`config.mk`:
```
export PLATFORM = sky130hd
export DESIGN_NAME = fetch_unit_flat
export DESIGN_NICKNAME = d
export VERILOG_FILES = /design/src/rtl/fetch_unit_pkg.sv /design/src/rtl/fetch_unit_if.sv /design/src/rtl/fetch_unit_pc_counter.sv /design/src/rtl/fetch_unit.sv /design/src/flat_wrapper.sv
export SDC_FILE = /design/constraint.sdc
export NUM_CORES = 1
export LEC_CHECK = 0
export CAP_MARGIN = 25
export CORE_UTILIZATION = 49
export CTS_BUF_LIST = sky130_fd_sc_hd__clkbuf_8
export DETAILED_ROUTE_END_ITERATION = 10
export PLACE_DENSITY_LB_ADDON = 0.12
export SETUP_SLACK_MARGIN = 0.5
export SYNTH_ARGS = -nofsm -noshare
export SYNTH_HDL_FRONTEND = slang
export SYNTH_HIERARCHICAL = 1
export SYNTH_SLANG_ARGS = --single-unit
```
`constraint.sdc`:
```
create_clock -name clk -period 4.3 [get_ports clk]
set_input_delay 0.645 -clock clk [delete_from_list [all_inputs] [get_ports clk]]
set_output_delay 0.645 -clock clk [all_outputs]
set_load 0.05 [all_outputs]
```
`src/rtl/fetch_unit_pkg.sv`:
```
// fetch_unit_pkg: shared opcode type and default widths for the VeriRISC fetch stage.
package fetch_unit_pkg;
    localparam int AWIDTH_DEF = 5;
    localparam int DWIDTH_DEF = 8;
    localparam int OPC_MSB    = DWIDTH_DEF - 1;

    typedef enum logic [2:0] {
        HLT = 3'd0,
        SKZ = 3'd1,
        ADD = 3'd2,
        AND = 3'd3,
        XOR = 3'd4,
        LDA = 3'd5,
        STO = 3'd6,
        JMP = 3'd7
    } opcode_t;
endpackage

```
`src/rtl/fetch_unit_if.sv`:
```
// fetch_unit_if: controller/memory-side bundle of the fetch stage; slave = fetch_unit, master = driver.
interface fetch_unit_if
    import fetch_unit_pkg::*;
#(
    parameter int AWIDTH      = AWIDTH_DEF,
    parameter int DWIDTH      = DWIDTH_DEF,
    parameter int CWIDTH      = 16,
    parameter int TRACE_DEPTH = 8
);
    localparam int IW = $clog2(TRACE_DEPTH);
    logic [DWIDTH-1:0] data_in;
    logic              load_ir;
    logic              inc_pc;
    logic              load_pc;
    logic              halt;
    logic              fetch;
    logic [IW-1:0]     trace_idx;
    opcode_t           opcode;
    logic [AWIDTH-1:0] ir_addr;
    logic [AWIDTH-1:0] pc;
    logic [AWIDTH-1:0] mem_addr;
    logic              halted;
    logic [CWIDTH-1:0] fetch_count;
    logic [AWIDTH-1:0] trace_pc;
    logic [IW:0]       trace_fill;

    modport slave (
        input  data_in, load_ir, inc_pc, load_pc, halt, fetch, trace_idx,
        output opcode, ir_addr, pc, mem_addr, halted, fetch_count, trace_pc, trace_fill
    );
    modport master (
        output data_in, load_ir, inc_pc, load_pc, halt, fetch, trace_idx,
        input  opcode, ir_addr, pc, mem_addr, halted, fetch_count, trace_pc, trace_fill
    );
endinterface

```
`src/rtl/fetch_unit_pc_counter.sv`:
```
// pc_counter: loadable wrapping up-counter; load beats inc, nothing moves when en is low.
module pc_counter #(
    parameter int W = 5
) (
    input  logic         clk,
    input  logic         reset,
    input  logic         en,
    input  logic         load,
    input  logic         inc,
    input  logic [W-1:0] d,
    output logic [W-1:0] q
);
    always_ff @(posedge clk or posedge reset)
        if (reset)
            q <= '0;
        else if (en)
            q <= load ? d : inc ? q + 1'b1 : q;
endmodule

```
`src/rtl/fetch_unit.sv`:
```
// fetch_unit: PC + IR stage with sticky halt, saturating fetch counter and optional PC trace.
// Define FETCH_TRACE_EN to build the circular PC trace buffer; otherwise trace outputs read 0.
module fetch_unit
    import fetch_unit_pkg::*;
#(
    parameter int AWIDTH      = AWIDTH_DEF,
    parameter int DWIDTH      = DWIDTH_DEF,
    parameter int CWIDTH      = 16,
    parameter int TRACE_DEPTH = 8
) (
    input logic        clk,
    input logic        reset,
    fetch_unit_if.slave bus
);
    localparam int IW = $clog2(TRACE_DEPTH);

    logic [DWIDTH-1:0] r_ir;
    logic              r_halted;
    logic [CWIDTH-1:0] r_count;
    logic [AWIDTH-1:0] w_pc;
    logic [AWIDTH-1:0] w_ir_addr;
    logic              w_en;
    logic              w_take;

    assign w_en      = ~r_halted;
    assign w_take    = w_en & bus.load_ir;
    assign w_ir_addr = r_ir[AWIDTH-1:0];

    // load_pc sees the operand held before the edge, so load_ir+load_pc jumps to the old target
    pc_counter #(.W(AWIDTH)) u_pc (
        .clk   (clk),
        .reset (reset),
        .en    (w_en),
        .load  (bus.load_pc),
        .inc   (bus.inc_pc),
        .d     (w_ir_addr),
        .q     (w_pc)
    );

    always_ff @(posedge clk or posedge reset)
        if (reset) begin
            r_ir     <= '0;
            r_halted <= 1'b0;
            r_count  <= '0;
        end else if (w_en) begin
            if (bus.load_ir)
                r_ir <= bus.data_in;
            if (bus.load_ir && r_count != '1)
                r_count <= r_count + 1'b1;
            if (bus.halt)
                r_halted <= 1'b1;
        end

    assign bus.opcode      = opcode_t'(r_ir[DWIDTH-1 -: 3]);
    assign bus.ir_addr     = w_ir_addr;
    assign bus.pc          = w_pc;
    assign bus.mem_addr    = bus.fetch ? w_pc : w_ir_addr;
    assign bus.halted      = r_halted;
    assign bus.fetch_count = r_count;

`ifdef FETCH_TRACE_EN
    localparam logic [IW:0] FULL = (IW + 1)'(TRACE_DEPTH);

    logic [AWIDTH-1:0] r_buf [TRACE_DEPTH];
    logic [IW-1:0]     r_wp;
    logic [IW:0]       r_fill;
    logic [AWIDTH-1:0] r_tpc;
    logic [IW-1:0]     w_rd;

    // newest entry sits just behind the write pointer
    assign w_rd = r_wp - IW'(1) - bus.trace_idx;

    always_ff @(posedge clk or posedge reset)
        if (reset) begin
            for (int i = 0; i < TRACE_DEPTH; i++)
                r_buf[i] <= '0;
            r_wp   <= '0;
            r_fill <= '0;
            r_tpc  <= '0;
        end else begin
            r_tpc <= ({1'b0, bus.trace_idx} < r_fill) ? r_buf[w_rd] : '0;
            if (w_take) begin
                r_buf[r_wp] <= w_pc;
                r_wp        <= r_wp + 1'b1;
                if (r_fill != FULL)
                    r_fill <= r_fill + 1'b1;
            end
        end

    assign bus.trace_pc   = r_tpc;
    assign bus.trace_fill = r_fill;
`else
    assign bus.trace_pc   = '0;
    assign bus.trace_fill = '0;
`endif
endmodule
```
`src/flat_wrapper.sv`:
```
// flat-port wrapper written by rule: the top's interface ports become plain ports
module fetch_unit_flat import fetch_unit_pkg::*;
#(
    parameter int AWIDTH      = AWIDTH_DEF,
    parameter int DWIDTH      = DWIDTH_DEF,
    parameter int CWIDTH      = 16,
    parameter int TRACE_DEPTH = 8
)
  (clk, reset, bus_data_in, bus_load_ir, bus_inc_pc, bus_load_pc, bus_halt, bus_fetch, bus_trace_idx, bus_opcode, bus_ir_addr, bus_pc, bus_mem_addr, bus_halted, bus_fetch_count, bus_trace_pc, bus_trace_fill);
  fetch_unit_if #(.AWIDTH(AWIDTH), .DWIDTH(DWIDTH), .CWIDTH(CWIDTH), .TRACE_DEPTH(TRACE_DEPTH)) bus_i ();
  input logic clk;
  input logic reset;
  input wire logic [$bits(bus_i.data_in)-1:0] bus_data_in;
  input wire logic [$bits(bus_i.load_ir)-1:0] bus_load_ir;
  input wire logic [$bits(bus_i.inc_pc)-1:0] bus_inc_pc;
  input wire logic [$bits(bus_i.load_pc)-1:0] bus_load_pc;
  input wire logic [$bits(bus_i.halt)-1:0] bus_halt;
  input wire logic [$bits(bus_i.fetch)-1:0] bus_fetch;
  input wire logic [$bits(bus_i.trace_idx)-1:0] bus_trace_idx;
  output wire logic [$bits(bus_i.opcode)-1:0] bus_opcode;
  output wire logic [$bits(bus_i.ir_addr)-1:0] bus_ir_addr;
  output wire logic [$bits(bus_i.pc)-1:0] bus_pc;
  output wire logic [$bits(bus_i.mem_addr)-1:0] bus_mem_addr;
  output wire logic [$bits(bus_i.halted)-1:0] bus_halted;
  output wire logic [$bits(bus_i.fetch_count)-1:0] bus_fetch_count;
  output wire logic [$bits(bus_i.trace_pc)-1:0] bus_trace_pc;
  output wire logic [$bits(bus_i.trace_fill)-1:0] bus_trace_fill;
  assign bus_i.data_in = bus_data_in;
  assign bus_i.load_ir = bus_load_ir;
  assign bus_i.inc_pc = bus_inc_pc;
  assign bus_i.load_pc = bus_load_pc;
  assign bus_i.halt = bus_halt;
  assign bus_i.fetch = bus_fetch;
  assign bus_i.trace_idx = bus_trace_idx;
  assign bus_opcode = bus_i.opcode;
  assign bus_ir_addr = bus_i.ir_addr;
  assign bus_pc = bus_i.pc;
  assign bus_mem_addr = bus_i.mem_addr;
  assign bus_halted = bus_i.halted;
  assign bus_fetch_count = bus_i.fetch_count;
  assign bus_trace_pc = bus_i.trace_pc;
  assign bus_trace_fill = bus_i.trace_fill;
  fetch_unit #(.AWIDTH(AWIDTH), .DWIDTH(DWIDTH), .CWIDTH(CWIDTH), .TRACE_DEPTH(TRACE_DEPTH)) u_core (.clk(clk), .reset(reset), .bus(bus_i));
endmodule
```
# After elaboration in Yosys (flattened, before gate mapping)
# Cells that the tools add are included.
# classes
n_bitwise	1
n_addsub	2
eq_ne	1
n_reduce_logical	5
mux	5
# ops
operator	count
$add 16x1->16 const B	1
$ne 16x16->1 const B	1
$mux 5	3
$reduce_and 2->1	3
$add 5x1->5 const B	1
$mux 1	2
$reduce_bool 2->1	1
$logic_and 1x1->1	1
$not 1->1	1
# totals
inputBits	18
register_bits	30
out_inout_bits	44

# Logic depth before layout (Yosys ltp)
# Gate-level depths: netlist (run 1).
# depth
ltp_word	3
depth_mapped	5

# Modules after synthesis
# The synthesis (run 1) kept the hierarchy.
# modules_own_cells
mod	area_each_um2	cells_each	seq_area_each_um2	instances
fetch_unit	1278.7	109	625.6	1
pc_counter	329.1	36	125.1	1

# Worst setup path before layout (run 1)
# No wires, ideal clock.
# synth_timing
kind	flip-flop to flip-flop
start	register u_core.r_count[2] (netlist: u_core/bus.fetch_count[2])
end	register u_core.r_count[14] (netlist: u_core/bus.fetch_count[14])
t_arrival_ns	1.814
required_time_ns	4.152
slack_ns	2.339
path_stages_with_launch	5
cell_sequence	dfrtp_1 -> nand3_1 -> or4_4 -> o31ai_1 -> o31ai_1
# synth_between
elab_chain_len	3
word_cells_on_any_way	4
cone_classes	add/sub: 1; eq/ne: 1; reduce/logical: 2
# synth_rtl
element	line_no	text
start: declaration	fetch_unit.sv:19	logic [CWIDTH-1:0] r_count;
start signal: assignment	fetch_unit.sv:49	r_count <= r_count + 1'b1;
branches (longest 3 deep; another with $add 16x1->16)	--	
# Parallel ways; which one is timed is not known.
# A chain may end at the register's enable or synchronous reset.

# Worst setup path after layout (run 1)
# layout_timing
start	input port bus_fetch
end	output port bus_mem_addr[2]
# layout_between
elab_chain_len	1
# layout_rtl
element	line_no	text
start: declaration	flat_wrapper.sv:18	input wire logic [$bits(bus_i.fetch)-1:0] bus_fetch;
$mux 5	fetch_unit.sv:57	assign bus.mem_addr = bus.fetch ? w_pc : w_ir_addr;
end: declaration	flat_wrapper.sv:23	output wire logic [$bits(bus_i.mem_addr)-1:0] bus_mem_addr;
# No other way between the ends.

==> flow_summary.toml, run 1 <==
[die]
die_x_um = 59.3
io_pins = 62
die-area_um2 = 3510
rows = 20
start_util_pct = 52.2
core_area_um2 = 3080
die_y_um = 59.3

[drt]
dr.pass1.iters = 4
wirelength_mm = 3.52
drtAntennaViolNets = 0
wire_per_inst_um = 14.5
drc = 0
vias = 1358
drtIter0Drc = 46
viasPerCell = 5.61

[synthesis]
ys_dominant_reg_cell = "dfrtp_1"
synth_top_cell_by_area = "dfrtp_1"
ys_types = 41
yosysSeqAreaShare_pct = 46.7
synth.avg_cell_area_um2 = 11.1
synth_most_common_cell = "dfrtp_1"
synthTopCellsByArea = "dfrtp_1, mux2_2, buf_4"
syn_inst = 145
yosysWarnings = 6
synth_area_um2 = 1610
synthTopCellsByCount = "dfrtp_1, mux2_2, buf_4"
synth_edf_count = 0
yosys.area.top_type_share_pct = 46.7
synth.ff_latch_count = 30
ys_async_sr_fraction_pct = 100

[critical_path]
crit_arrival_ns = 2.33
worst-setup-path-type = "primary input to primary output"
required_ns = 3.65
start_kind = "primary input"
worstPathMaxFanout = 5
endpoint_kind = "primary output"

[cts]
clock_path_buffers = 2
h-tree-depth = 2
insertion_delay_ns = 0.28
cts_num_sinks = 30
root_buffer = "clkbuf_8"
cts_tree = "done"
clkTransAtPathRegs_ns = 0.06
ctsHoldBuffers = 0
post_cts.resized_instances = 0
post_cts_buffers = 0
cts_buffers = 5

[global_route]
antenna_found_initial = 0
grt_pass1_vias = 1306
grt_max_degree = 26
grt.overflow.total = 0
grt_use_total_pct = 23.8
grt_pass1_wl_mm = 6.08

[job]
drv_cap = 0

[placed_design]
place.detailed.instances = 234
port_buffers = 49
dpl.hpwl_mm = 2.50
place_area_um2 = 2100
gp_routability_congestion = 0.777

[sta]
fin_hold_ws_ns = 0.508
fmax_ghz = 0.336
clock_skew_ns = 0.00404
layout_min_cycle_time_ns = 2.98
setup_viol = 0
tns_ns = 0
rsz0062_at_grt = "false"
worst_pin_slew_ns = 0.933
finalHoldViolCount = 0
max_slew_margin_pct = 37.8
fin_crit_sh_pct = 69.3
slew_violations = 0

[final_layout]
utilization_pct = 71.8
syn_to_final_growth_pct = 37.5
stdcell_count = 242
fillers = 248
stdcell_area_um2 = 2210
antennaDiodeCount = 0
drive_gt1_share_pct = 16.2
final_nets = 217
regArea_um2 = 751
multi_input_area_um2 = 776

[power_and_ir_drop]
leakagePower_nw = 0.961
power.density_nw_per_um2 = 338
vdd.ir_drop.worst_v = 0.000231

[min_path]
hold_class = "flop to flop"

[outcome]
status = "finished, final reports clean"
-- through the flow --
| step | total power (W) | worst slack (ns) |
|---|---|---|
| floorplan | 0.000425 | 2.34 |
| global placement | 0.000474 | 1.36 |
| detailed placement | 0.000477 | 1.32 |
| CTS | 0.000755 | 1.32 |
| global route | 0.000780 | 1.29 |
| finish | 0.000747 | 1.32 |
-- power breakdown --
group | internal (W) | switching (W)
combinational | 0.0000567 | 0.000106
clock | 0.000170 | 0.000106
sequential | 0.000295 | 0.0000134
-- worst max-delay path, stage by stage --
cell and delay (ns):
clkdlybuf4s50_1 0.61, mux2_2 0.37, clkdlybuf4s50_1 0.70
-- cell usage in the layout, fill, tap and decap left out, drive strengths merged, types with 2 or more instances in the layout --
| master | count |
|---|---|
| clkdlybuf4s50 | 49 |
| nand4 | 7 |
| ha | 2 |
| o31ai | 2 |
| nand3b | 2 |
| a311o | 2 |
| o21a | 2 |
| a22o | 3 |
| and3 | 2 |
| a41oi | 3 |
| dfrtp | 30 |
| clkinv | 2 |
| nor2 | 7 |
| xnor2 | 5 |
| o21ai | 4 |
| a21oi | 5 |
| and4 | 2 |
| xor2 | 3 |
| inv | 8 |
| mux2 | 14 |
| nor3 | 2 |
| conb | 9 |
| nand2 | 7 |
| nor4b | 2 |
| a31oi | 2 |
| clkbuf | 5 |
| nand3 | 6 |
-- final timing paths --
check | end | cells past startpoint | slack [ns] | start
setup / recovery | bus_mem_addr[2] | 3 | 1.32 | bus_fetch
setup reg to reg | u_core/bus.fetch_count[1]$_DFFE_PP0P_ | 3 | 2.42 | u_core/bus.halted$_DFF_PP0_
hold reg to reg | u_core/r_ir[6]$_DFFE_PP0P_ | 1 | 0.51 | u_core/r_ir[6]$_DFFE_PP0P_
hold / removal | u_core/r_ir[6]$_DFFE_PP0P_ | 1 | 0.51 | u_core/r_ir[6]$_DFFE_PP0P_
min in group asynchronous | u_core/u_pc/q[0]$_DFFE_PP0P_ | 2 | 0.60 | reset
max in group asynchronous | u_core/bus.fetch_count[0]$_DFFE_PP0P_ | 2 | 2.82 | reset
-- area by class of cell --
cell class	instances	area share [%]
clock buffer	5	3.11
clock inverter	3	1.81
sequential	30	34.0
inverter	8	1.36
timing repair buffer	49	22.2
tap	44	2.49
multi-input combinational	103	35.1
-- cells by family (layout without fill, tap and decap cells) --
logic type	Yosys count	in the layout	synth area share [%]
fa+ha+maj	2	2	1.56
flops	30	30	46.7
xor+xnor	8	8	4.36
mux	14	14	9.81
buf+inv	20	65	6.93
simple gates	43	43	18.3
other cells	1	9	0.233
compound gates	27	27	12.1
-- registers in the layout (all words and copies together) (netlist names) --
register,flops
u_core/bus.fetch_count,16
u_core/r_ir,8
u_core/u_pc/q,5
u_core/bus.halted,1
-- per-layer routing --
metal / track usage [%] / up-vias / share of wire [%] / wire [µm]
li1: - / 628 / - / -
met1: 30.4 / 666 / 44 / 1560
met2: 35.5 / 62 / 48 / 1700
met3: 10.0 / 2 / 6.7 / 237
met4: 9.86 / 0 / 0.54 / 19
met5: 0 / - / 0 / 0
(Power assumes the default switching activity.)
==> run 2: changes to the inputs <==
--- a/config.mk
+++ b/config.mk
@@ -6,7 +6,7 @@
 export NUM_CORES = 1
 export LEC_CHECK = 0
 export CAP_MARGIN = 25
-export CORE_UTILIZATION = 49
+export CORE_UTILIZATION = 41
 export CTS_BUF_LIST = sky130_fd_sc_hd__clkbuf_8
 export DETAILED_ROUTE_END_ITERATION = 10
 export PLACE_DENSITY_LB_ADDON = 0.12
==> constraint.sdc (replaced) <==
create_clock -name clk -period 2.4 [get_ports clk]
set_input_delay 0.36 -clock clk [delete_from_list [all_inputs] [get_ports clk]]
set_output_delay 0.36 -clock clk [all_outputs]
set_load 0.05 [all_outputs]
==> run 2 against run 1 <==
Effect of this change: first-iteration DRC count increased by 76%; clock power grew 33%; count of clock-buffer cells in the layout is the same; cell area decreased by 0.34%; worst setup slack worse by 0.78 ns; critical path depth shrank 2; non-clock buffer count grew 2; worst hold slack worse by 0.18 ns; sequential share of layout area grew 0.34 points; highest routed layer unchanged; clock skew rose by 0.0077 ns; sequential power is 80% higher; cell count up 2.5%.
==> flow_summary.toml, run 2 (same netlist as run 1, synthesis figures left out) <==
[critical_path]
path_cells = "clkdlybuf4s50_1"
worst-setup-path-type = "flop to primary output"
required_ns = 2.04
endpoint_kind = "primary output"
slowest_stage = "clkdlybuf4s50_1"
worstPathMaxFanout = 5
crit_arrival_ns = 1.50
crit_cells = 1
start_kind = "flop"
cp.buffers_inverters = 1
critPathTopFamily = "buffers and inverters"
r2r_cells = 5
slowest_delay_ns = 0.81

[power_and_ir_drop]
switching_share_pct = 32.1
power_frac_comb_pct = 23.8
power.internal_w = 0.000819
switching_power_w = 0.000387
sequentialPowerShare_pct = 45.8
power_w = 0.00121
leakagePower_nw = 1.13
power.share.clock_pct = 30.4
vdd.ir_drop.worst_v = 0.000395
power.density_nw_per_um2 = 547

[sta]
fmax_ghz = 0.538
tns_ns = 0
finalHoldViolCount = 0
layout_min_cycle_time_ns = 1.86
worst_pin_slew_ns = 0.509
setup_ws_ns = 0.542
setup_viol = 0
fin_crit_sh_pct = 77.4
clock_skew_ns = 0.0118
max_slew_margin_pct = 66.0
slew_violations = 0
rsz0062_at_grt = "false"

[die]
core_area_um2 = 3720
rows = 22
die-area_um2 = 4180
start_util_pct = 43.3
die_x_um = 64.6
io_pins = 62
die_y_um = 64.6

[cts]
ctsHoldBuffers = 0
root_buffer = "clkbuf_8"
cts_buffers = 5
clkTransAtPathRegs_ns = 0.07
cts_num_sinks = 30
clock_path_buffers = 2
h-tree-depth = 2
cts_tree = "done"
insertion_delay_ns = 0.28

[drt]
dr.pass1.iters = 4
wire_per_inst_um = 13.8
drc = 0
drtIter0Drc = 81
wirelength_mm = 3.43
drtAntennaViolNets = 0
vias = 1302
viasPerCell = 5.25

[final_layout]
fillers = 318
largest_reg_flops = 16
layout_common_cells = "dfrtp_1, clkdlybuf4s50_1, mux2_2"
multi_input_area_um2 = 776
regArea_um2 = 756
final_nets = 219
utilization_pct = 59.3
drive_gt1_share_pct = 20.0
antennaDiodeCount = 0
final_common_cell = "dfrtp_1"
syn_to_final_growth_pct = 37.0

[placed_design]
place_ws_ns = 0.470
port_buffers = 49
gp_routability_congestion = 0.804
dpl.hpwl_mm = 2.55

[outcome]
status = "finished, final reports clean"

[global_route]
grt.overflow.total = 0
antenna_found_initial = 0
grt_max_degree = 26
grt_pass1_vias = 1236
grt_use_total_pct = 18.5
grt_pass1_wl_mm = 5.87

[min_path]
hold_class = "primary input to asynchronous set/reset pin"

[job]
drv_cap = 0
-- run 2: power groups by stage --
stage          sequential [W]  combinational, W  clock, W
2_1_floorplan        0.000638          0.000124         0
3_5_place_dp         0.000562          0.000291         0
4_1_cts              0.000553          0.000290  0.000378
6_report             0.000553          0.000287  0.000366
5_1_grt              0.000556          0.000301  0.000401
3_3_place_gp         0.000561          0.000288         0
-- run 2: cell type report --
type / count / area share, %
inverters: 8 / 1.36
clock buffers: 5 / 3.12
repair buffers: 51 / 22.8
flip-flops and latches: 30 / 34.3
well taps: 48 / 2.73
clock inverters: 3 / 0.511
multi-input cells: 103 / 35.2
-- run 2: repair_timing --
action,in CTS,in global routing
hold endpoints to repair,0,0
buffers inserted,0,0
cloned,0,0
gates resized for setup,11,9
setup endpoints to repair,11,13
-- run 2: through the flow --
stage | instances | instance area [µm²] | hold slack, ns
6_report | 248 | 2200 | 0.323
5_1_grt | 248 | 2200 | 0.324
4_1_cts | 248 | 2180 | 0.318
3_5_place_dp | 240 | 2110 | 0.488
3_3_place_gp | 240 | 2110 | 0.485
2_1_floorplan | 153 | 1640 | 0.139
-- run 2: final timing paths --
kind / startpoint / endpoint / slack, ns
max: u_core/bus.fetch_count[2]$_DFFE_PP0P_ / bus_fetch_count[2] / 0.54
min: reset / u_core/u_pc/q[1]$_DFFE_PP0P_ / 0.32
max reg2reg: u_core/bus.fetch_count[0]$_DFFE_PP0P_ / u_core/bus.fetch_count[1]$_DFFE_PP0P_ / 0.68
min reg2reg: u_core/bus.fetch_count[3]$_DFFE_PP0P_ / u_core/bus.fetch_count[3]$_DFFE_PP0P_ / 0.50
max in group asynchronous: reset / u_core/bus.fetch_count[3]$_DFFE_PP0P_ / 1.66
min in group clk: u_core/bus.fetch_count[3]$_DFFE_PP0P_ / u_core/bus.fetch_count[3]$_DFFE_PP0P_ / 0.50
-- run 2: routing by layer --
metal  GRT usage (%)  vias up  share of wire (%)
li1                -      627                  -
met1            24.3      627                 47
met2            28.4       43                 46
met3            5.63        5                5.7
met4            7.50        0                1.4
met5               0        -                  0
